### src/rtl/mlp_conv_pkg.sv
// Shared types, default geometry and helpers for the mlp_conv weight loader.
package mlp_conv_pkg;
  typedef enum logic [1:0] {IDLE, LOAD, DONE} wic_state_e;

  localparam int DEF_INPUT_WIDTH = 32;
  localparam int DEF_ELEM_WIDTH  = 8;
  localparam int DEF_MAX_R       = 5;
  localparam int DEF_MAX_S       = 5;
  localparam int DEF_FIFO_DEPTH  = 16;

  // Counter width for an index range 0..n-1, never narrower than one bit.
  function automatic int cnt_width(input int n);
    return (n > 1) ? $clog2(n) : 1;
  endfunction

  function automatic logic [3:0] words_per_row(input logic [3:0] s, input int epw);
    return 4'((int'(s) + epw - 1) / epw);
  endfunction
endpackage

### src/rtl/sync_fifo.sv
// Synchronous FIFO with flush, full/empty flags and a dropped-write pulse.
module sync_fifo
  import mlp_conv_pkg::*;
#(
  parameter int WIDTH = DEF_INPUT_WIDTH,
  parameter int DEPTH = DEF_FIFO_DEPTH
) (
  input  logic             clk,
  input  logic             rst,
  input  logic             i_clear,
  input  logic             i_wr,
  input  logic [WIDTH-1:0] i_wr_data,
  input  logic             i_rd,
  output logic [WIDTH-1:0] o_rd_data,
  output logic             o_full,
  output logic             o_empty,
  output logic             o_ovf
);
  localparam int AW = cnt_width(DEPTH);

  logic [WIDTH-1:0] r_mem [DEPTH];
  logic [AW-1:0]    r_wr_ptr;
  logic [AW-1:0]    r_rd_ptr;
  logic [AW:0]      r_count;
  logic             r_ovf;
  logic             w_push;
  logic             w_pop;

  assign o_full    = (r_count == (AW+1)'(DEPTH));
  assign o_empty   = (r_count == '0);
  assign o_ovf     = r_ovf;
  assign o_rd_data = r_mem[r_rd_ptr];
  // A flush wins over any same-cycle push or pop.
  assign w_push    = i_wr && !o_full && !i_clear;
  assign w_pop     = i_rd && !o_empty && !i_clear;

  always_ff @(posedge clk) begin
    if (w_push) r_mem[r_wr_ptr] <= i_wr_data;
  end

  always_ff @(posedge clk or posedge rst) begin
    if (rst) begin
      r_wr_ptr <= '0;
      r_rd_ptr <= '0;
      r_count  <= '0;
      r_ovf    <= 1'b0;
    end else if (i_clear) begin
      r_wr_ptr <= '0;
      r_rd_ptr <= '0;
      r_count  <= '0;
      r_ovf    <= 1'b0;
    end else begin
      r_ovf <= i_wr && o_full;
      if (w_push) r_wr_ptr <= r_wr_ptr + 1'b1;
      if (w_pop)  r_rd_ptr <= r_rd_ptr + 1'b1;
      case ({w_push, w_pop})
        2'b10:   r_count <= r_count + 1'b1;
        2'b01:   r_count <= r_count - 1'b1;
        default: r_count <= r_count;
      endcase
    end
  end
endmodule

### src/rtl/weight_in_ctrl_db.sv
// Double-buffered weight-store loader: unpacks FIFO words into a shadow bank, then promotes it to active.
// Handshake: a completed shadow bank is promoted when the active bank is free (!WS_VALID) or released by WS_SWAP.
module weight_in_ctrl_db
  import mlp_conv_pkg::*;
#(
  parameter int INPUT_WIDTH = DEF_INPUT_WIDTH,
  parameter int ELEM_WIDTH  = DEF_ELEM_WIDTH,
  parameter int MAX_R       = DEF_MAX_R,
  parameter int MAX_S       = DEF_MAX_S,
  parameter int FIFO_DEPTH  = DEF_FIFO_DEPTH
) (
  input  logic                              CLK,
  input  logic                              RESET,
  input  logic                              CLEAR,
  input  logic                              FIFO_WR_CMD,
  input  logic [INPUT_WIDTH-1:0]            FIFO_WR_DATA,
  output logic                              FIFO_FULL,
  output logic                              FIFO_EMPTY,
  output logic                              FIFO_OVF,
  input  logic [3:0]                        PARAM_R,
  input  logic [3:0]                        PARAM_S,
  input  logic                              LOAD_WS,
  output logic                              LOAD_BUSY,
  output logic                              LOAD_DONE,
  output logic                              PARAM_ERR,
  input  logic                              WS_SWAP,
  output logic                              WS_VALID,
  output logic                              WS_SHADOW_FULL,
  output logic [MAX_R*MAX_S*ELEM_WIDTH-1:0] WS_RD_DATA,
  output logic [1:0]                        o_dbg_state
);
  localparam int EPW   = INPUT_WIDTH / ELEM_WIDTH;
  localparam int NEL   = MAX_R * MAX_S;
  localparam int DW    = NEL * ELEM_WIDTH;
  localparam int ROW_W = cnt_width(MAX_R);
  localparam int WRD_W = cnt_width(MAX_S);
  localparam logic [3:0] MAX_R4 = 4'(MAX_R);
  localparam logic [3:0] MAX_S4 = 4'(MAX_S);

  wic_state_e       r_state;
  logic [3:0]       r_r, r_s, r_wpr;
  logic [ROW_W-1:0] r_row;
  logic [WRD_W-1:0] r_word;
  logic             r_load_done, r_param_err, r_shadow_full, r_valid, r_sel;
  logic [DW-1:0]    r_bank0, r_bank1;

  logic [INPUT_WIDTH-1:0] w_fifo_rd_data;
  logic             w_fifo_empty, w_pop, w_row_end, w_last, w_legal, w_start;
  logic             w_promote, w_zero_shadow;
  logic [DW-1:0]    w_mask, w_fill;

  sync_fifo #(.WIDTH(INPUT_WIDTH), .DEPTH(FIFO_DEPTH)) u_fifo (
    .clk(CLK), .rst(RESET), .i_clear(CLEAR), .i_wr(FIFO_WR_CMD), .i_wr_data(FIFO_WR_DATA),
    .i_rd(w_pop), .o_rd_data(w_fifo_rd_data), .o_full(FIFO_FULL), .o_empty(w_fifo_empty),
    .o_ovf(FIFO_OVF)
  );

  assign FIFO_EMPTY     = w_fifo_empty;
  assign LOAD_BUSY      = (r_state == LOAD);
  assign LOAD_DONE      = r_load_done;
  assign PARAM_ERR      = r_param_err;
  assign WS_VALID       = r_valid;
  assign WS_SHADOW_FULL = r_shadow_full;
  assign WS_RD_DATA     = r_sel ? r_bank1 : r_bank0;
  assign o_dbg_state    = r_state;

  assign w_legal   = (PARAM_R != 4'd0) && (PARAM_R <= MAX_R4) && (PARAM_S != 4'd0) && (PARAM_S <= MAX_S4);
  assign w_start   = (r_state == IDLE) && LOAD_WS && !r_shadow_full && !CLEAR && w_legal;
  assign w_pop     = (r_state == LOAD) && !w_fifo_empty && !CLEAR;
  assign w_row_end = (r_word == WRD_W'(r_wpr - 4'd1));
  assign w_last    = w_pop && w_row_end && (r_row == ROW_W'(r_r - 4'd1));
  assign w_promote = r_shadow_full && (!r_valid || WS_SWAP) && !CLEAR;
  assign w_zero_shadow = CLEAR || w_start;

  // Per-element write mask for the word being popped; lanes past column S never match.
  always_comb begin
    w_mask = '0;
    w_fill = '0;
    for (int e = 0; e < NEL; e++) begin
      w_fill[e*ELEM_WIDTH +: ELEM_WIDTH] = w_fifo_rd_data[((e % MAX_S) % EPW)*ELEM_WIDTH +: ELEM_WIDTH];
      if ((r_row == ROW_W'(e / MAX_S)) && (r_word == WRD_W'((e % MAX_S) / EPW)) &&
          (4'(e % MAX_S) < r_s))
        w_mask[e*ELEM_WIDTH +: ELEM_WIDTH] = '1;
    end
  end

  always_ff @(posedge CLK or posedge RESET) begin
    if (RESET) begin
      r_bank0 <= '0;
      r_bank1 <= '0;
    end else if (w_zero_shadow) begin
      if (r_sel) r_bank0 <= '0;
      else       r_bank1 <= '0;
    end else if (w_pop) begin
      if (r_sel) r_bank0 <= (r_bank0 & ~w_mask) | (w_fill & w_mask);
      else       r_bank1 <= (r_bank1 & ~w_mask) | (w_fill & w_mask);
    end
  end

  always_ff @(posedge CLK or posedge RESET) begin
    if (RESET) begin
      r_state       <= IDLE;
      r_r           <= '0;
      r_s           <= '0;
      r_wpr         <= '0;
      r_row         <= '0;
      r_word        <= '0;
      r_load_done   <= 1'b0;
      r_param_err   <= 1'b0;
      r_shadow_full <= 1'b0;
      r_valid       <= 1'b0;
      r_sel         <= 1'b0;
    end else begin
      r_load_done <= 1'b0;
      r_param_err <= 1'b0;
      if (CLEAR) begin
        r_state       <= IDLE;
        r_shadow_full <= 1'b0;
      end else begin
        case (r_state)
          IDLE: if (LOAD_WS && !r_shadow_full) begin
            if (w_legal) begin
              r_r     <= PARAM_R;
              r_s     <= PARAM_S;
              r_wpr   <= words_per_row(PARAM_S, EPW);
              r_row   <= '0;
              r_word  <= '0;
              r_state <= LOAD;
            end else begin
              r_param_err <= 1'b1;
            end
          end
          LOAD: if (w_pop) begin
            if (w_last) begin
              r_state       <= DONE;
              r_load_done   <= 1'b1;
              r_shadow_full <= 1'b1;
            end else if (w_row_end) begin
              r_word <= '0;
              r_row  <= r_row + 1'b1;
            end else begin
              r_word <= r_word + 1'b1;
            end
          end
          DONE:    r_state <= IDLE;
          default: r_state <= IDLE;
        endcase
      end
      // Shadow can only become full from LOAD, so this never collides with the set above.
      if (w_promote) begin
        r_sel         <= ~r_sel;
        r_valid       <= 1'b1;
        r_shadow_full <= 1'b0;
      end else if (WS_SWAP && !r_shadow_full) begin
        r_valid <= 1'b0;
      end
    end
  end
endmodule

### config.mk
export PLATFORM = sky130hd
export DESIGN_NAME = weight_in_ctrl_db
export DESIGN_NICKNAME = d
export VERILOG_FILES = /design/src/rtl/mlp_conv_pkg.sv /design/src/rtl/sync_fifo.sv /design/src/rtl/weight_in_ctrl_db.sv
export SDC_FILE = /design/constraint.sdc
export NUM_CORES = 1
export LEC_CHECK = 0
export CORE_MARGIN = 1.5
export CORE_UTILIZATION = 45
export DETAILED_ROUTE_END_ITERATION = 10
export HOLD_SLACK_MARGIN = 0.02
export PLACE_DENSITY = 0.76
export SLEW_MARGIN = 20
export SYNTH_ARGS = -nofsm -noshare
export SYNTH_HDL_FRONTEND = slang
export SYNTH_SLANG_ARGS = --single-unit
export TNS_END_PERCENT = 10
### constraint.sdc
create_clock -name CLK -period 15.4 [get_ports CLK]
set_input_delay 3.08 -clock CLK [delete_from_list [all_inputs] [get_ports CLK]]
set_output_delay 3.08 -clock CLK [all_outputs]
set_load 0.01 [all_outputs]
==> results.yml, run 1 <==
timing:
  slew_headroom: 0.248
  min_period_ns: 6.52
  fin_skew_ns: 0.0397
  tightest_slew_ns: 1.13
  rsz0062_at_grt: "no"
  final.setup.tns_ns: 0
  clock.fmax_mhz: 153
  hold_violations: 0
  setup_violations: 0
  final_max_slew_viol_count: 0
  finalCritPeriodShare: 0.423
cts:
  cts_setup_buffers: 0
  cts-resized-gates: 0
  clkSinkCount: 949
  cts_buffers: 89
  cts_hold_buf: 0
  cts_tree: "yes"
  clkLatencyLatePin_ns: 0.66
  clockBufferDepth: 3
  clock-root-buffer: "clkbuf_16"
  clkTransAtPathRegs_ns: 0.06
  htree_levels: 3
placed_design:
  routabilityCongestion: 0.870
  io_buffers: 255
  place_hpwl_um: 61300
  post_dp_cell_area_um2: 42500
die:
  io_pins: 256
  start_util: 0.455
  chipWidth_um: 297
  fp.dieArea_um2: 88000
  row_count: 107
  core_um2: 85300
  die_h_um: 297
worst_setup_path:
  crit_type: "flop to primary output"
  cp_max_fo: 109
  cp_slowest_cell: "dfrtp_4"
  cp-start-kind: "flop"
  crit_chain: "buf_12 -> buf_16 -> mux2_2 -> clkdlybuf4s50_1"
  crit_path_end_kind: "primary output"
  reg2reg_from: "u_fifo.r_rd_ptr[0]$_DFFE_PP0P_"
  max_stage_delay_ns: 0.72
  worst_ep_required_time_ns: 12.32
  arrival_ns: 3.44
  critPathBufInv: 3
  rr_endpoint: "r_bank1[144]$_DFFE_PP0P_"
  cp_top_family: "buffers and inverters"
  r2r_cells: 5
  r2r_slack_ns: 10.99
route:
  routedWlPerCell_um: 27.5
  first_pass_iters: 5
  ant_nets: 0
  avgViaCountPerCell: 6.20
  detail_route.wirelength_um: 101000
  drt_iter0_drc: 2792
  drc_errors: 0
  route.vias.total: 22800
cells_and_area:
  drive_gt1_frac: 0.248
  fin_area_um2: 45800
  nFillCells: 6469
  nets: 2516
  area_delta_synth_final_pct: 18.0
hold_path:
  hold_end: "r_bank1[101]$_DFFE_PP0P_"
  hp-start: "r_bank1[101]$_DFFE_PP0P_"
  hold_class: "flop to flop"
  hold_path_depth: 1
synthesis:
  ys_seq_elements: 949
  synth_flop_cell: "edfxtp_1"
  yosysWarnings: 0
  yosysSeqAreaShare: 0.678
  syn_nets: 2270
  yosys.area.top_type_share: 0.396
  netlist_area_um2: 38800
  synth_most_common_cell: "edfxtp_1"
  syn_area_per_cell_um2: 17.6
  ys_top_cells_by_count: "512 x edfxtp_1, 437 x dfrtp_1, 400 x a22o_1"
  yosysTopAreaCell: "edfxtp_1"
  synth-edff-count: 512
  synth.top_cells.by_area: "edfxtp_1 40%, dfrtp_1 28%, mux4_2 9.3%, a22o_1 9.0%, mux2_2 5.9%"
  synth_cell_types: 63
  synthCells: 2207
  async_flop_share: 0.460
grt:
  antenna_found_initial: 9
  grt_pass1_vias: 23600
  grt_pass1_wl_um: 150000
  grt_max_degree: 204
  grt.total_usage: 0.229
  overflow: 0
flow_run:
  drv_cap: 0
power_and_ir_drop:
  vdd_drop_max_mv: 0.0771
  power.density_nw_per_um2: 121
  leakage_uw: 0.0174
run_status:
  status: "complete, no violations"
==> flip-flops by register name, indices dropped and copies added, names as in the netlist <==
signal and flops:
u_fifo.r_count 5, u_fifo.r_wr_ptr 4, WS_SHADOW_FULL 1, LOAD_DONE 1, PARAM_ERR 1, r_wpr 3, r_bank1 200, r_sel 1
o_dbg_state 2, WS_VALID 1, u_fifo.r_rd_ptr 4, u_fifo.r_mem 512, r_s 4, r_row 3, r_r 3, u_fifo.o_ovf 1
r_word 3, r_bank0 200
==> how the worst max path moves through the flow <==
stage / start / to / cells after the start
floorplan: RESET / LOAD_DONE$_DFF_PP0_ / 1
global placement: CLEAR / u_fifo.r_mem[2][15]$_DFFE_PP_ / 7
detailed placement: CLEAR / u_fifo.r_mem[2][15]$_DFFE_PP_ / 7
CTS: r_sel$_DFFE_PP0P_ / WS_RD_DATA[176] / 3
global route: r_sel$_DFFE_PP0P_ / WS_RD_DATA[176] / 4
finish: r_sel$_DFFE_PP0P_ / WS_RD_DATA[22] / 4
==> per-layer routing <==
layer | share of wire | track usage
met3 | 0.079 | 0.0491
met4 | 0.034 | 0.0882
met1 | 0.39 | 0.303
met5 | 0.00091 | 0
met2 | 0.49 | 0.373
==> per-stage QoR <==
step	instances	hold slack, ns	setup slack (ns)	utilization	power, µW
after floorplan	2207	0.462	0.147	-	3080
after global placement	3502	0.480	8.58	0.498	3210
after detailed placement	3504	0.477	8.47	0.499	3230
after CTS	3670	0.500	8.93	0.536	5560
after global routing	3672	0.511	8.74	0.537	5700
final	3673	0.501	8.88	0.537	5540
==> layout by cell type (no fill, tap or decap), types with 4 or more instances in the layout <==
cell type	synthesis	final
a21oi_1	7	7
a22o_1	400	400
and2_1	4	4
buf_4	2	31
bufinv_16	0	13
clkbuf_1	43	11
clkbuf_16	0	91
clkbuf_8	0	13
clkdlybuf4s50_1	0	255
clkinv_1	0	7
clkinv_2	0	19
dfrtp_1	437	433
edfxtp_1	512	512
ha_1	17	17
inv_1	22	21
mux2_2	204	204
mux2i_1	5	5
mux4_2	160	160
nand2_1	33	33
nand2b_1	5	5
nand3_1	20	20
nand3_2	9	9
nor2_1	78	66
nor2_2	4	4
nor2_4	0	12
nor2b_1	4	4
nor3_1	11	7
nor3_2	10	14
nor3_4	6	6
o211ai_1	24	24
o211ai_2	20	19
o21ai_0	14	14
or3_1	7	7
or4_1	4	4
xnor2_1	6	6
xor2_1	8	8
==> cell type report <==
cell class,count,area [µm²],area share
clock inverter,49,664,0.0145
multi-input combinational,1100,11800,0.259
timing repair buffer,291,2910,0.0635
antenna,1,2.50,0.0000547
clock buffer,117,2510,0.0549
inverter,22,90.1,0.00197
tap,1144,1430,0.0313
sequential,949,26300,0.575
==> logic make-up after synthesis <==
logic type      after synthesis  share of synthesized area
mux                         369                      0.153
xor+xnor                     15                    0.00374
buf+inv                     158                     0.0197
compound gates              487                      0.109
simple gates                212                     0.0304
fa+ha+maj                    17                    0.00548
flops                       949                      0.678
==> power breakdown <==
| part | internal [µW] | switching [µW] | total (µW) |
|---|---|---|---|
| Sequential | 2720 | 39.4 | 2750 |
| Combinational | 131 | 303 | 434 |
| Clock | 1380 | 970 | 2350 |
| Total | 4230 | 1310 | 5540 |
Power figures use the tool's default switching activity.
==> run 2, diff against run 1 <==
- PLACE_DENSITY: 0.76 -> 0.73
- clock period: 15.4 -> 6.16 ns (I/O delays scaled with it)
==> run 2 against run 1 <==
- worst setup slack got worse by 7.5 ns
- sequential share of layout area up 0.19 points
- clock power rose by 130%
- critical path depth is 1 lower
- cell area fell by 0.33%
- clock-buffer cell count increased by 7
- worst hold slack worse by 0.0041 ns
==> results.yml, run 2 (same netlist as run 1, synthesis figures left out) <==
worst_setup_path:
  crit_path_end_kind: "primary output"
  startpoint: "r_sel$_DFFE_PP0P_"
  endpoint: "WS_RD_DATA[163]"
  rr_endpoint: "r_bank0[106]$_DFFE_PP0P_"
  r2r_cells: 6
  cp_max_fo: 75
  arrival_ns: 3.52
  crit_type: "flop to primary output"
  r2r_slack_ns: 2.60
  worst_ep_required_time_ns: 4.93
  cp-start-kind: "flop"
  reg2reg_from: "r_sel$_DFFE_PP0P_"
run_status:
  status: "complete, no violations"
grt:
  grt_max_degree: 143
  antenna_found_initial: 6
  overflow: 0
  grt.total_usage: 0.228
  grt_pass1_wl_um: 150000
  grt_pass1_vias: 23300
cells_and_area:
  stdcell_count: 3676
  top_regs: "u_fifo.r_mem: 512 flops, r_bank0: 200 flops, r_bank1: 200 flops"
  final_common_cell: "edfxtp_1"
  largest_register: "u_fifo.r_mem"
  largest_reg_flops: 512
  nets: 2525
  drive_gt1_frac: 0.244
  final_cell_mix: "512 x edfxtp_1, 433 x dfrtp_1, 400 x a22o_1"
  area_delta_synth_final_pct: 17.6
  n_antenna_cell: 0
  fin_area_um2: 45600
cts:
  cts_tree: "yes"
  htree_levels: 3
  cts-resized-gates: 0
  cts_hold_buf: 0
  clkTransAtPathRegs_ns: 0.07
  clkSinkCount: 949
  clock-root-buffer: "clkbuf_16"
  clockBufferDepth: 3
  clkLatencyLatePin_ns: 0.66
  cts_buffers: 93
  cts_setup_buffers: 0
die:
  chipWidth_um: 297
  fp.dieArea_um2: 88000
  die_h_um: 297
  row_count: 107
  io_pins: 256
  start_util: 0.455
  core_um2: 85300
route:
  route.vias.total: 22700
  drt_iter0_drc: 2170
  avgViaCountPerCell: 6.18
  first_pass_iters: 5
  drc_errors: 0
  routedWlPerCell_um: 27.2
  ant_nets: 0
  detail_route.wirelength_um: 99900
timing:
  rsz0062_at_grt: "no"
  tightest_slew_ns: 1.12
  setup_violations: 0
  fin_skew_ns: 0.0326
  finalCritPeriodShare: 0.772
  min_period_ns: 4.75
  slew_headroom: 0.247
  clock.fmax_mhz: 210
  hold_violations: 0
  setup_slack_ns: 1.41
  final_max_slew_viol_count: 0
  hold_ws_ns: 0.497
placed_design:
  post_dp_cell_area_um2: 42700
  routabilityCongestion: 0.889
  io_buffers: 255
  place_ws_ns: 1.13
  place_hpwl_um: 62500
  dp.cells: 3510
power_and_ir_drop:
  leakage_uw: 0.0173
  power.density_nw_per_um2: 295
  vdd_drop_max_mv: 0.199
  power.total_uw: 13500
flow_run:
  drv_cap: 0
hold_path:
  hold_class: "flop to flop"
==> run 2: cell count changes in the layout (fill, tap and decap cells not counted), moves of 2 or more <==
cell,before,now
clkinv_1,7,11
clkbuf_4,2,0
buf_16,3,1
clkbuf_8,13,7
clkinv_2,19,17
clkbuf_1,11,22
buf_12,2,10
bufinv_16,13,4
clkbuf_16,91,95
==> run 2: through the flow <==
stage / utilization / setup TNS (ns)
global placement: 0.500 / 0
CTS: 0.535 / 0
detailed placement: 0.500 / 0
global route: 0.535 / 0
floorplan: - / -426.20
finish: 0.535 / 0
==> run 2: cell type report <==
class | count | area [µm²]
Sequential cell | 949 | 26300
Tap cell | 1144 | 1430
Clock inverter | 41 | 375
Fill cell | 6506 | 39700
Inverter | 22 | 86.3
Multi-Input combinational cell | 1100 | 11800
Timing Repair Buffer | 296 | 3010
Clock buffer | 124 | 2560
==> run 2: worst min path at each step <==
| stage | startpoint | to | slack (ns) | depth (start not counted) |
|---|---|---|---|---|
| 2_1_floorplan | r_bank0[136]$_DFFE_PP0P_ | r_bank0[136]$_DFFE_PP0P_ | 0.46 | 1 |
| 3_3_place_gp | r_bank0[139]$_DFFE_PP0P_ | r_bank0[139]$_DFFE_PP0P_ | 0.48 | 1 |
| 3_5_place_dp | r_bank1[46]$_DFFE_PP0P_ | r_bank1[46]$_DFFE_PP0P_ | 0.49 | 1 |
| 4_1_cts | r_bank0[136]$_DFFE_PP0P_ | r_bank0[136]$_DFFE_PP0P_ | 0.50 | 1 |
| 5_1_grt | r_bank1[197]$_DFFE_PP0P_ | r_bank1[197]$_DFFE_PP0P_ | 0.51 | 1 |
| 6_report | r_bank0[94]$_DFFE_PP0P_ | r_bank0[94]$_DFFE_PP0P_ | 0.50 | 1 |
==> run 2: metal layers <==
layer  global-route usage  share of wire  vias up
met2                0.366           0.49     1109
met5                    0        0.00065        -
met4               0.0831          0.032       10
li1                     -              -     9410
met3               0.0403          0.080      199
met1                0.312           0.40    12000
==> run 2: power breakdown <==
part           internal [µW]  leakage (µW)  switching, µW  total [µW]
combinational            336       0.00517            749        1080
sequential              6790        0.0107           91.4        6880
clock                   3090       0.00144           2400        5500
total                  10200        0.0173           3240       13500
==> run 2: critical path, cell delays in order (launching register included) <==
cell	delay [ns]
dfrtp_4	0.90
buf_4	0.89
mux2_2	0.47
clkdlybuf4s50_1	0.50
